==> config.mk <==
export PLATFORM = sky130hd
export DESIGN_NAME = fetch_unit
export DESIGN_NICKNAME = d
export VERILOG_FILES = /design/src/rtl/fetch_unit.sv
export SDC_FILE = /design/constraint.sdc
export NUM_CORES = 1
export LEC_CHECK = 0
export ABC_AREA = 1
export BUFFER_PORTS_ARGS = -buffer_cell sky130_fd_sc_hd__buf_2
export CAP_MARGIN = 20
export CORE_MARGIN = 3
export CORE_UTILIZATION = 51
export DETAILED_ROUTE_END_ITERATION = 10
export MAX_ROUTING_LAYER = met4
export PLACE_DENSITY = 0.74
export SYNTH_ARGS = -nofsm -noshare
export SYNTH_HDL_FRONTEND = slang
export SYNTH_SLANG_ARGS = --single-unit
==> constraint.sdc <==
create_clock -name i_clk -period 9.59 [get_ports i_clk]
set_clock_uncertainty 0.05 [all_clocks]
set_input_delay 0.959 -clock i_clk [delete_from_list [all_inputs] [get_ports i_clk]]
set_output_delay 0.959 -clock i_clk [all_outputs]
set_load 0.02 [all_outputs]
==> src/rtl/fetch_unit.sv <==
// Instruction-fetch stage: PC generation, credit-limited memory requests, 2-entry
// response buffer toward decode, and redirect flushing of queued and in-flight words.
module fetch_unit #(
  parameter int unsigned    N        = 32,
  parameter logic [N-1:0]   RESET_PC = '0
) (
  input  logic         i_clk,
  input  logic         i_rst,
  output logic         o_imem_req,
  output logic [N-1:0] o_imem_addr,
  input  logic         i_imem_rvalid,
  input  logic [N-1:0] i_imem_rdata,
  input  logic         i_redirect,
  input  logic [N-1:0] i_redirect_pc,
  output logic         o_id_valid,
  input  logic         i_id_ready,
  output logic [N-1:0] o_id_instr,
  output logic [N-1:0] o_id_pc,
  output logic [N-1:0] o_id_pc_plus4
);

  localparam logic [N-1:0] PcStep = N'(4);

  logic [N-1:0] r_pc;
  logic [N-1:0] r_buf_pc    [2];
  logic [N-1:0] r_buf_instr [2];
  logic         r_buf_head;
  logic [1:0]   r_count;
  logic [N-1:0] r_tag       [2];
  logic         r_tag_head;
  logic [1:0]   r_infl;
  logic [1:0]   r_drop;

  logic         w_req;
  logic         w_resp;
  logic         w_push;
  logic         w_pop;
  logic         w_id_valid;
  logic         w_buf_wr;
  logic         w_tag_wr;
  logic [N-1:0] w_tag;
  logic [1:0]   w_count_nxt;
  logic [1:0]   w_infl_nxt;
  logic         w_unused_pc_lsb;

  assign w_unused_pc_lsb = ^i_redirect_pc[1:0];

  // Credit is taken from registered occupancy only, so a pop this cycle frees no slot yet.
  assign w_req      = !i_rst && !i_redirect && (({1'b0, r_count} + {1'b0, r_infl}) < 3'd2);
  assign w_resp     = !i_rst && i_imem_rvalid && (r_infl != 2'd0);
  assign w_push     = w_resp && (r_drop == 2'd0) && !i_redirect;
  assign w_id_valid = !i_rst && (r_count != 2'd0) && !i_redirect;
  assign w_pop      = w_id_valid && i_id_ready;

  assign w_buf_wr = r_buf_head ^ r_count[0];
  assign w_tag_wr = r_tag_head ^ r_infl[0];
  assign w_tag    = r_tag[r_tag_head];

  always_comb begin
    w_count_nxt = r_count;
    if (w_push && !w_pop) begin
      w_count_nxt = r_count + 2'd1;
    end else if (!w_push && w_pop) begin
      w_count_nxt = r_count - 2'd1;
    end
  end

  always_comb begin
    w_infl_nxt = r_infl;
    if (w_req && !w_resp) begin
      w_infl_nxt = r_infl + 2'd1;
    end else if (!w_req && w_resp) begin
      w_infl_nxt = r_infl - 2'd1;
    end
  end

  always_ff @(posedge i_clk) begin
    if (i_rst) begin
      r_pc       <= RESET_PC;
      r_buf_head <= 1'b0;
      r_count    <= 2'd0;
      r_tag_head <= 1'b0;
      r_infl     <= 2'd0;
      r_drop     <= 2'd0;
    end else begin
      r_infl <= w_infl_nxt;
      if (w_resp) begin
        r_tag_head <= ~r_tag_head;
      end
      if (i_redirect) begin
        r_pc       <= {i_redirect_pc[N-1:2], 2'b00};
        r_buf_head <= 1'b0;
        r_count    <= 2'd0;
        // r_drop is already a subset of r_infl, so every word still in flight is stale.
        r_drop     <= r_infl - {1'b0, w_resp};
      end else begin
        if (w_req) begin
          r_pc <= r_pc + PcStep;
        end
        if (w_resp && (r_drop != 2'd0)) begin
          r_drop <= r_drop - 2'd1;
        end
        if (w_pop) begin
          r_buf_head <= ~r_buf_head;
        end
        r_count <= w_count_nxt;
      end
    end
  end

  // Payload storage needs no reset; occupancy counters gate every read.
  always_ff @(posedge i_clk) begin
    if (w_req) begin
      r_tag[w_tag_wr] <= r_pc;
    end
    if (w_push) begin
      r_buf_pc[w_buf_wr]    <= w_tag;
      r_buf_instr[w_buf_wr] <= i_imem_rdata;
    end
  end

  assign o_imem_req    = w_req;
  assign o_imem_addr   = r_pc;
  assign o_id_valid    = w_id_valid;
  assign o_id_pc       = r_buf_pc[r_buf_head];
  assign o_id_instr    = r_buf_instr[r_buf_head];
  assign o_id_pc_plus4 = r_buf_pc[r_buf_head] + PcStep;

endmodule
==> flow_summary.yaml, run 1 <==
clocking:
  post_cts_resize_count: 0
  cts.sinks: 224
  htree_levels: 1
  post-cts-setup-buffer-count: 0
  clk-insertion-delay-late_ns: 0.50
  cts_hold_buf: 0
  clockBufferDepth: 3
  clk_pin_slew_ns: 0.06
  numCtsBuffers: 23
  cts_root_buf: "clkbuf_16"
  cts_tree: "yes"
pwr:
  powerDensity_nw_per_um2: 176
  p_leak_nw: 4.78
  ir_drop_mv: 0.129
floorplan:
  ioPinCount: 199
  dieArea_um2: 22000
  core-area_um2: 19700
  fp-row-count: 51
  initial_utilization_pct: 52.4
  die_w_um: 148
  fp.dieH_um: 148
timing:
  finalCritPeriodShare_pct: 46.2
  grt_setup_unrepaired: "false"
  clock.fmax_mhz: 226
  setup_viol: 0
  fin_setup_tns_ns: 0
  slew_violations: 0
  hold_viol_final: 0
  slew_headroom_pct: 44.9
  post-route-min-period_ns: 4.43
  worst_pin_slew_ns: 0.826
cells_and_area:
  layout-drive-gt1-share_pct: 29.3
  final_nets: 1250
  fillers: 1610
  area_growth_syn_to_layout_pct: 18.1
  finish.utilization_pct: 61.9
  antenna_cells: 0
run:
  cap_violations: 0
setup_path:
  reg2reg_to: "r_infl[1]"
  start_kind: "register"
  cp.arrival_ns: 3.42
  rrSetupSlack_ns: 6.87
  rr_startpoint: "r_infl[0]"
  crit_end: "o_id_pc_plus4[12]"
  endpoint_kind: "output pin"
  worstPathMaxFanout: 60
  r2r.worst_path.cells: 11
  critPathKind: "register to output pin"
  worstPathRequired_ns: 8.58
placement:
  place_congestion: 0.909
  portBuffers: 190
  dpl.hpwl_um: 15400
yosys:
  synth_top_area_cell: "edfxtp_1"
  synth_area_leaders: "edfxtp_1 (53%), nand2_1 (8.5%), dfxtp_1 (7.7%)"
  syn_inst: 978
  async_reset_ff_share_pct: 0
  ys_types: 39
  synth_area_per_cell_um2: 10.6
  synth_edf_count: 184
  synth.most_common_cell: "nand2_1"
  syn_area_um2: 10300
  synth_common_cells: "nand2_1 (235), edfxtp_1 (184), inv_1 (113)"
  yosysSeqAreaShare_pct: 61.2
  yosysWarnings: 0
  synth_top_area_share_pct: 53.4
  synth_seq_cells: 224
  ys.flop_type: "edfxtp_1"
routing:
  vias: 7316
  route.detailed.drc: 0
  wire_per_inst_um: 14.9
  drtIter0Drc: 489
  drt-pass1-iter-count: 5
  vias_per_cell: 5.02
  ant_nets: 0
  routed_wl_um: 21700
global_route:
  track_usage_pct: 20.1
  antenna_found_initial: 0
  grt_pass1_vias: 6948
  grt-ovfl-total: 0
  grt_pass1_wl_um: 34900
  grt_max_degree: 63
run_status:
  status: "finished, final reports clean"
hold_path:
  hp-class: "register to register"
-- flip-flops by register name, indices dropped and copies added (netlist names), named ones only --
name and flops:
r_infl 2, r_buf_pc 60, r_tag 60, r_buf_head 1
r_count 2, r_drop 2, o_imem_addr 30, r_buf_instr 64
r_tag_head 1
-- worst min path at each step --
stage	startpoint	to	slack [ns]	cells after the start
global route	r_drop[1]	r_drop[1]	0.48	2
detailed placement	r_drop[1]	r_drop[1]	0.42	2
floorplan	r_drop[1]	r_drop[1]	0.41	2
CTS	r_drop[1]	r_drop[1]	0.43	2
global placement	r_drop[1]	r_drop[1]	0.42	2
finish	r_drop[1]	r_drop[1]	0.43	2
-- placed cells by master, fill, tap and decap left out, types with 3 or more instances in the layout --
cell       instances
and2_1             3
clkinv_1           4
o21ai_2           22
a21oi_1           36
clkinv_2           8
nand2_1          235
clkbuf_16         23
conb_1             6
o21ai_0           37
nor2_2            13
buf_2            190
nand3b_1          12
xor2_1            12
nand2_2            9
dfxtp_1           39
edfxtp_1         184
nor2_4             5
xnor2_1            8
inv_1            113
a31oi_1            6
o21ai_1            5
mux2_2            62
buf_4              6
ha_1               6
nand3_1           45
nor2_1            79
-- worst max-delay path: stages (launching register included) --
cell and delay, ns:
dfxtp_4 0.62, buf_4 0.66, o21ai_1 0.28, inv_1 0.18, ha_1 0.18, nand2_1 0.08, inv_1 0.15, nand3_4 0.12
nor2_2 0.21, xor2_1 0.22, buf_2 0.20
-- metrics by stage --
stage | power [mW] | hold WS (ns) | std cells | worst slack, ns | instance area [µm²]
after floorplan | 1.27 | 0.411 | 983 | 4.80 | 10400
after global placement | 1.33 | 0.422 | 1414 | 5.64 | 11500
after detailed placement | 1.34 | 0.422 | 1414 | 5.63 | 11500
after CTS | 2.17 | 0.431 | 1456 | 5.10 | 12200
after global routing | 2.23 | 0.482 | 1456 | 4.80 | 12200
final | 2.14 | 0.430 | 1456 | 5.16 | 12200
-- report_power, final --
group	switching (mW)	internal, mW
Sequential	0.0258	1.10
Combinational	0.122	0.0694
Clock	0.356	0.469
Total	0.503	1.64
-- cell type report --
cell class | instances | area [µm²] | area share (%)
timing repair buffer | 196 | 996 | 8.15
clock inverter | 17 | 118 | 0.963
clock buffer | 25 | 583 | 4.77
sequential | 224 | 6330 | 51.8
multi-input combinational | 614 | 3420 | 28.0
inverter | 115 | 432 | 3.53
tap | 265 | 332 | 2.71
-- cell families after synthesis --
family                     synth area share (%)
AOI/OAI and AO/OA                          6.60
xor gates and xnor gates                   1.69
adders and majority gates                 0.920
buffers and inverters                      6.08
DFF                                        61.2
muxes                                      6.75
other                                    0.0363
and+or+nand+nor                            16.7
-- routing by layer --
| layer | vias to the layer above | global-route usage (%) | share of wire (%) |
|---|---|---|---|
| met5 | - | - | 0 |
| met4 | 0 | 5.50 | 1.6 |
| met3 | 27 | 2.59 | 6.4 |
| met2 | 255 | 33.0 | 48 |
| met1 | 3363 | 26.9 | 44 |
| li1 | 3671 | - | - |
(Power assumes the default switching activity.)
==> inputs of run 2 (changes only) <==
--- a/config.mk
+++ b/config.mk
@@ -9,10 +9,10 @@
 export BUFFER_PORTS_ARGS = -buffer_cell sky130_fd_sc_hd__buf_2
 export CAP_MARGIN = 20
 export CORE_MARGIN = 3
-export CORE_UTILIZATION = 51
+export CORE_UTILIZATION = 50
 export DETAILED_ROUTE_END_ITERATION = 10
 export MAX_ROUTING_LAYER = met4
-export PLACE_DENSITY = 0.74
+export PLACE_DENSITY = 0.76
 export SYNTH_ARGS = -nofsm -noshare
 export SYNTH_HDL_FRONTEND = slang
 export SYNTH_SLANG_ARGS = --single-unit
==> constraint.sdc (replaced) <==
create_clock -name i_clk -period 3.8 [get_ports i_clk]
set_clock_uncertainty 0.05 [all_clocks]
set_input_delay 0.38 -clock i_clk [delete_from_list [all_inputs] [get_ports i_clk]]
set_output_delay 0.38 -clock i_clk [all_outputs]
set_load 0.02 [all_outputs]
==> flow_summary.yaml, run 2 (same netlist as run 1, synthesis figures left out) <==
cells_and_area:
  instances_no_fill: 1463
  area_growth_syn_to_layout_pct: 19.7
  fillers: 1602
  layout-drive-gt1-share_pct: 29.4
  largest_reg_flops: 64
  largest_register: "r_buf_instr"
  top_regs: "r_buf_instr (64), r_buf_pc (60), r_tag (60)"
  antenna_cells: 0
  final_nets: 1257
  layout_commonest_cell: "nand2_1"
  final_cell_mix: "nand2_1 (235), buf_2 (190), edfxtp_1 (184)"
  design_area_um2: 12400
global_route:
  grt-ovfl-total: 0
  grt_pass1_wl_um: 35500
  grt_pass1_vias: 7011
  antenna_found_initial: 0
  track_usage_pct: 20.3
  grt_max_degree: 36
routing:
  routed_wl_um: 22000
  route.detailed.drc: 0
  ant_nets: 0
  wire_per_inst_um: 15.0
  drt-pass1-iter-count: 6
  vias: 7308
  drtIter0Drc: 394
  vias_per_cell: 5.00
run:
  cap_violations: 0
setup_path:
  cp.arrival_ns: 2.80
  critPathKind: "register to output pin"
  worstPathMaxFanout: 35
  endpoint_kind: "output pin"
  rr_startpoint: "r_infl[0]"
  r2r.worst_path.cells: 9
  start_kind: "register"
  worstPathRequired_ns: 3.37
clocking:
  post_cts_resize_count: 0
  numCtsBuffers: 23
  clk-insertion-delay-late_ns: 0.50
  cts_tree: "yes"
  clk_pin_slew_ns: 0.06
  post-cts-setup-buffer-count: 0
  htree_levels: 1
  clockBufferDepth: 3
  cts_root_buf: "clkbuf_16"
  cts.sinks: 224
  cts_hold_buf: 0
hold_path:
  min_path_cells: 1
  hp-class: "primary input to register"
  hp-start: "i_imem_rdata[12]"
placement:
  dp_cells: 1420
  place_area_um2: 11600
  portBuffers: 190
  dpl_worst_slack_ns: 0.907
  dpl.hpwl_um: 15900
  place_congestion: 0.938
timing:
  worst_pin_slew_ns: 0.828
  post-route-min-period_ns: 3.23
  grt_setup_unrepaired: "false"
  finalWorstSetupSlack_ns: 0.575
  setup_viol: 0
  finalCritPeriodShare_pct: 84.9
  clock.fmax_mhz: 310
  hold_viol_final: 0
  slew_headroom_pct: 44.6
  fin_setup_tns_ns: 0
  slew_violations: 0
floorplan:
  dieArea_um2: 22400
  fp.dieH_um: 150
  fp-row-count: 51
  core-area_um2: 19900
  ioPinCount: 199
  die_w_um: 150
  initial_utilization_pct: 51.9
pwr:
  powerDensity_nw_per_um2: 455
  power_mw: 5.63
  p_leak_nw: 4.85
  ir_drop_mv: 0.254
run_status:
  status: "finished, final reports clean"
## run 2: path summary, 6_finish.rpt
kind                         to  slack (ns)
max           o_id_pc_plus4[30]        0.57
max reg2reg     o_imem_addr[12]        1.12
min reg2reg           r_drop[1]        0.46
min          r_buf_instr[0][12]        0.02
## run 2: final cells by class
cell class / count / area [µm²] / area share, %
clock buffer: 31 / 616 / 4.98
clock inverter: 11 / 163 / 1.31
inverter: 115 / 432 / 3.49
multi-input combinational: 614 / 3420 / 27.7
sequential: 224 / 6330 / 51.2
tap: 265 / 332 / 2.68
timing repair buffer: 203 / 1080 / 8.70
## run 2: stage by stage
stage                     util, %  hold WS, ns
after floorplan                 -        0.411
after global placement       58.2        0.424
after detailed placement     58.2        0.451
after CTS                    62.1     0.000607
after global routing         62.1     0.000430
final                        62.1       0.0198
## run 2: routing by layer
| layer | up-vias | part of all wire, % | global-route usage [%] |
|---|---|---|---|
| li1 | 3686 | - | - |
| met1 | 3351 | 46 | 28.2 |
| met2 | 251 | 47 | 32.6 |
| met3 | 20 | 6.4 | 2.45 |
| met4 | 0 | 1.2 | 4.21 |
| met5 | - | 0 | - |
## run 2: report_power, final
part / total [mW] / leakage, nW / internal (mW) / switching, mW
registers: 2.85 / 2.01 / 2.78 / 0.0645
clock network: 2.29 / 0.375 / 1.41 / 0.880
logic: 0.488 / 2.46 / 0.179 / 0.309
## run 2: critical path: stages, from the launching register on
cell and delay [ns]:
dfxtp_4 0.57, buf_4 0.45, nand2_1 0.09, o21ai_1 0.31, nand2_1 0.19, nor2_1 0.14
nand2_1 0.05, nor2_1 0.14, nand2_1 0.07, nand2_1 0.06, nand2_1 0.05, buf_2 0.15
==> inputs of run 3 (changes only) <==
==> config.mk (replaced) <==
export PLATFORM = sky130hd
export DESIGN_NAME = fetch_unit
export DESIGN_NICKNAME = d
export VERILOG_FILES = /design/src/rtl/fetch_unit.sv
export SDC_FILE = /design/constraint.sdc
export NUM_CORES = 1
export LEC_CHECK = 0
export ABC_AREA = 0
export BUFFER_PORTS_ARGS = -buffer_cell sky130_fd_sc_hd__buf_2
export CAP_MARGIN = 20
export CORE_MARGIN = 3
export CORE_UTILIZATION = 51
export DETAILED_ROUTE_END_ITERATION = 10
export MAX_ROUTING_LAYER = met4
export PLACE_DENSITY = 0.75
export SYNTH_ARGS = -nofsm -noshare
export SYNTH_HDL_FRONTEND = slang
export SYNTH_SLANG_ARGS = --single-unit
==> constraint.sdc (replaced) <==
create_clock -name i_clk -period 3.1 [get_ports i_clk]
set_clock_uncertainty 0.05 [all_clocks]
set_input_delay 0.31 -clock i_clk [delete_from_list [all_inputs] [get_ports i_clk]]
set_output_delay 0.31 -clock i_clk [all_outputs]
set_load 0.02 [all_outputs]
==> flow_summary.yaml, run 3 <==
run_status:
  status: "finished, final reports clean"
global_route:
  grt_pass1_vias: 6411
  grt_max_degree: 63
  antenna_found_initial: 0
  track_usage_pct: 20.7
  grt-ovfl-total: 0
  grt_pass1_wl_um: 33300
yosys:
  yosysWarnings: 0
  synth_edf_count: 184
  synth_top_area_share_pct: 56.8
  yosysSeqAreaShare_pct: 65.0
  synth_top_area_cell: "edfxtp_1"
  synth_area_per_cell_um2: 14.0
  synth_seq_cells: 224
  synth_area_leaders: "edfxtp_1 (57%), mux2_2 (9.3%), dfxtp_1 (8.2%)"
  syn_inst: 693
  async_reset_ff_share_pct: 0
  ys.flop_type: "edfxtp_1"
  synth.most_common_cell: "edfxtp_1"
  synth_common_cells: "edfxtp_1 (184), mux2_2 (80), nor2_1 (43)"
  syn_area_um2: 9730
  ys_types: 61
placement:
  portBuffers: 190
  dp_cells: 1118
  dpl.hpwl_um: 14600
  dpl_worst_slack_ns: 0.313
  place_congestion: 0.843
setup_path:
  endpoint_kind: "output pin"
  cp.arrival_ns: 2.68
  worstPathMaxFanout: 13
  worstPathRequired_ns: 2.74
  start_kind: "register"
  critPathKind: "register to output pin"
routing:
  vias_per_cell: 5.48
  drt-pass1-iter-count: 4
  ant_nets: 0
  routed_wl_um: 22200
  wire_per_inst_um: 18.3
  route.detailed.drc: 0
  vias: 6640
  drtIter0Drc: 314
floorplan:
  dieArea_um2: 20800
  ioPinCount: 199
  initial_utilization_pct: 53.1
  core-area_um2: 18300
  die_w_um: 144
  fp.dieH_um: 144
  fp-row-count: 49
cells_and_area:
  layout-drive-gt1-share_pct: 39.3
  final_cell_mix: "buf_2 (190), edfxtp_1 (184), mux2_2 (80)"
  layout_commonest_cell: "buf_2"
  top_regs: "r_buf_instr (64), r_buf_pc (60), r_tag (60)"
  area_growth_syn_to_layout_pct: 29.4
  instances_no_fill: 1212
  finish.utilization_pct: 68.7
  final_nets: 1042
  largest_reg_flops: 64
  largest_register: "r_buf_instr"
  antenna_cells: 0
clocking:
  cts_root_buf: "clkbuf_16"
  cts_tree: "yes"
  numCtsBuffers: 24
  htree_levels: 1
  cts.sinks: 224
  clk_pin_slew_ns: 0.06
  clk-insertion-delay-late_ns: 0.50
  clockBufferDepth: 3
timing:
  worst_pin_slew_ns: 0.873
  slew_violations: 0
  clock.fmax_mhz: 329
  finalWorstSetupSlack_ns: 0.0585
  hold_viol_final: 0
  grt_setup_unrepaired: "true"
  finalCritPeriodShare_pct: 98.1
  slew_headroom_pct: 41.7
  post-route-min-period_ns: 3.04
  setup_viol: 0
pwr:
  p_leak_nw: 4.64
  ir_drop_mv: 0.417
  powerDensity_nw_per_um2: 565
hold_path:
  hp-class: "primary input to register"
run:
  cap_violations: 0
-- run 3: cell count changes in the layout (fill, tap and decap cells not counted), sizes merged, moves of 14 or more --
cell / delta
xor2: +19
mux2: +21
inv: -92
nor2: -54
mux2i: +14
dlygate4sd3: +36
nand2: -208
buf: +35
o21ai: -61
nand3: -18
nand4: +21
xnor2: +14
-- run 3: per-layer routing --
| metal | vias up | share of wire, % | track usage (%) |
|---|---|---|---|
| li1 | 3164 | - | - |
| met1 | 3177 | 44 | 28.5 |
| met2 | 271 | 47 | 32.7 |
| met3 | 28 | 8.0 | 3.77 |
| met4 | 0 | 1.4 | 4.31 |
| met5 | - | 0 | - |
-- run 3: what timing repair did --
action / CTS / global route
setup buffers: 3 / 9
gates resized for setup: 3 / 8
endpoints found under the setup margin: 13 / 10
pin swaps: 1 / 4
gates cloned: 0 / 2
hold buffers: 37 / 0
hold endpoints to repair: 69 / 0
-- run 3: worst paths after layout --
check | cells past startpoint | endpoint | startpoint | slack [ns]
setup / recovery | 7 | o_id_pc_plus4[25] | register | 0.06
hold / removal | 3 | o_imem_addr[7] | i_redirect_pc[7] | 0.02
setup reg to reg | 7 | o_imem_addr[13] | r_count[0] | 0.39
hold reg to reg | 0 | r_tag[0][13] | o_imem_addr[13] | 0.49
-- run 3: layout make-up --
type	instances	area (µm²)
clock buffer	29	641
clock inverter	14	120
fill	1246	5740
inverter	23	86.3
multi-input combinational	418	3350
sequential	224	6330
tap	229	287
timing repair buffer	275	1780
-- run 3: cells by family (layout without fill, tap and decap cells) --
kind of cell,after synthesis,count (layout),synth area share (%)
AO/OA/AOI/OAI,73,73,5.48
XOR/XNOR,53,53,4.77
adder cells (fa/ha/maj),7,7,0.977
buffers and inverters,57,341,2.60
flip-flops,224,224,65.0
multiplexers,97,97,11.0
other,1,6,0.0385
AND/OR/NAND/NOR,181,182,10.1
-- run 3: worst max-delay path: stages, from the launching register on --
cell       delay, ns
dfxtp_4         0.42
nand3b_1        0.23
a222oi_1        0.41
buf_4           0.22
nand3_4         0.17
a2111oi_4       0.38
xnor2_1         0.16
buf_2           0.19
-- run 3: metrics by stage --
step | setup TNS (ns) | hold slack, ns | cell area (µm²) | power (mW)
2_1_floorplan | -0.0514 | 0.359 | 9870 | 4.11
3_3_place_gp | 0 | 0.447 | 11300 | 4.38
3_5_place_dp | 0 | 0.451 | 11300 | 4.40
4_1_cts | -0.00508 | 0.00279 | 12400 | 7.16
5_1_grt | -0.0561 | 0.0150 | 12600 | 7.40
6_report | 0 | 0.0182 | 12600 | 7.12
-- run 3: report_power, final --
part / total [mW] / leakage (nW) / switching, mW / internal, mW
sequential: 3.56 / 2.01 / 0.0888 / 3.47
combinational: 0.828 / 2.27 / 0.477 / 0.352
clock: 2.73 / 0.361 / 1.09 / 1.63
total: 7.12 / 4.64 / 1.66 / 5.46
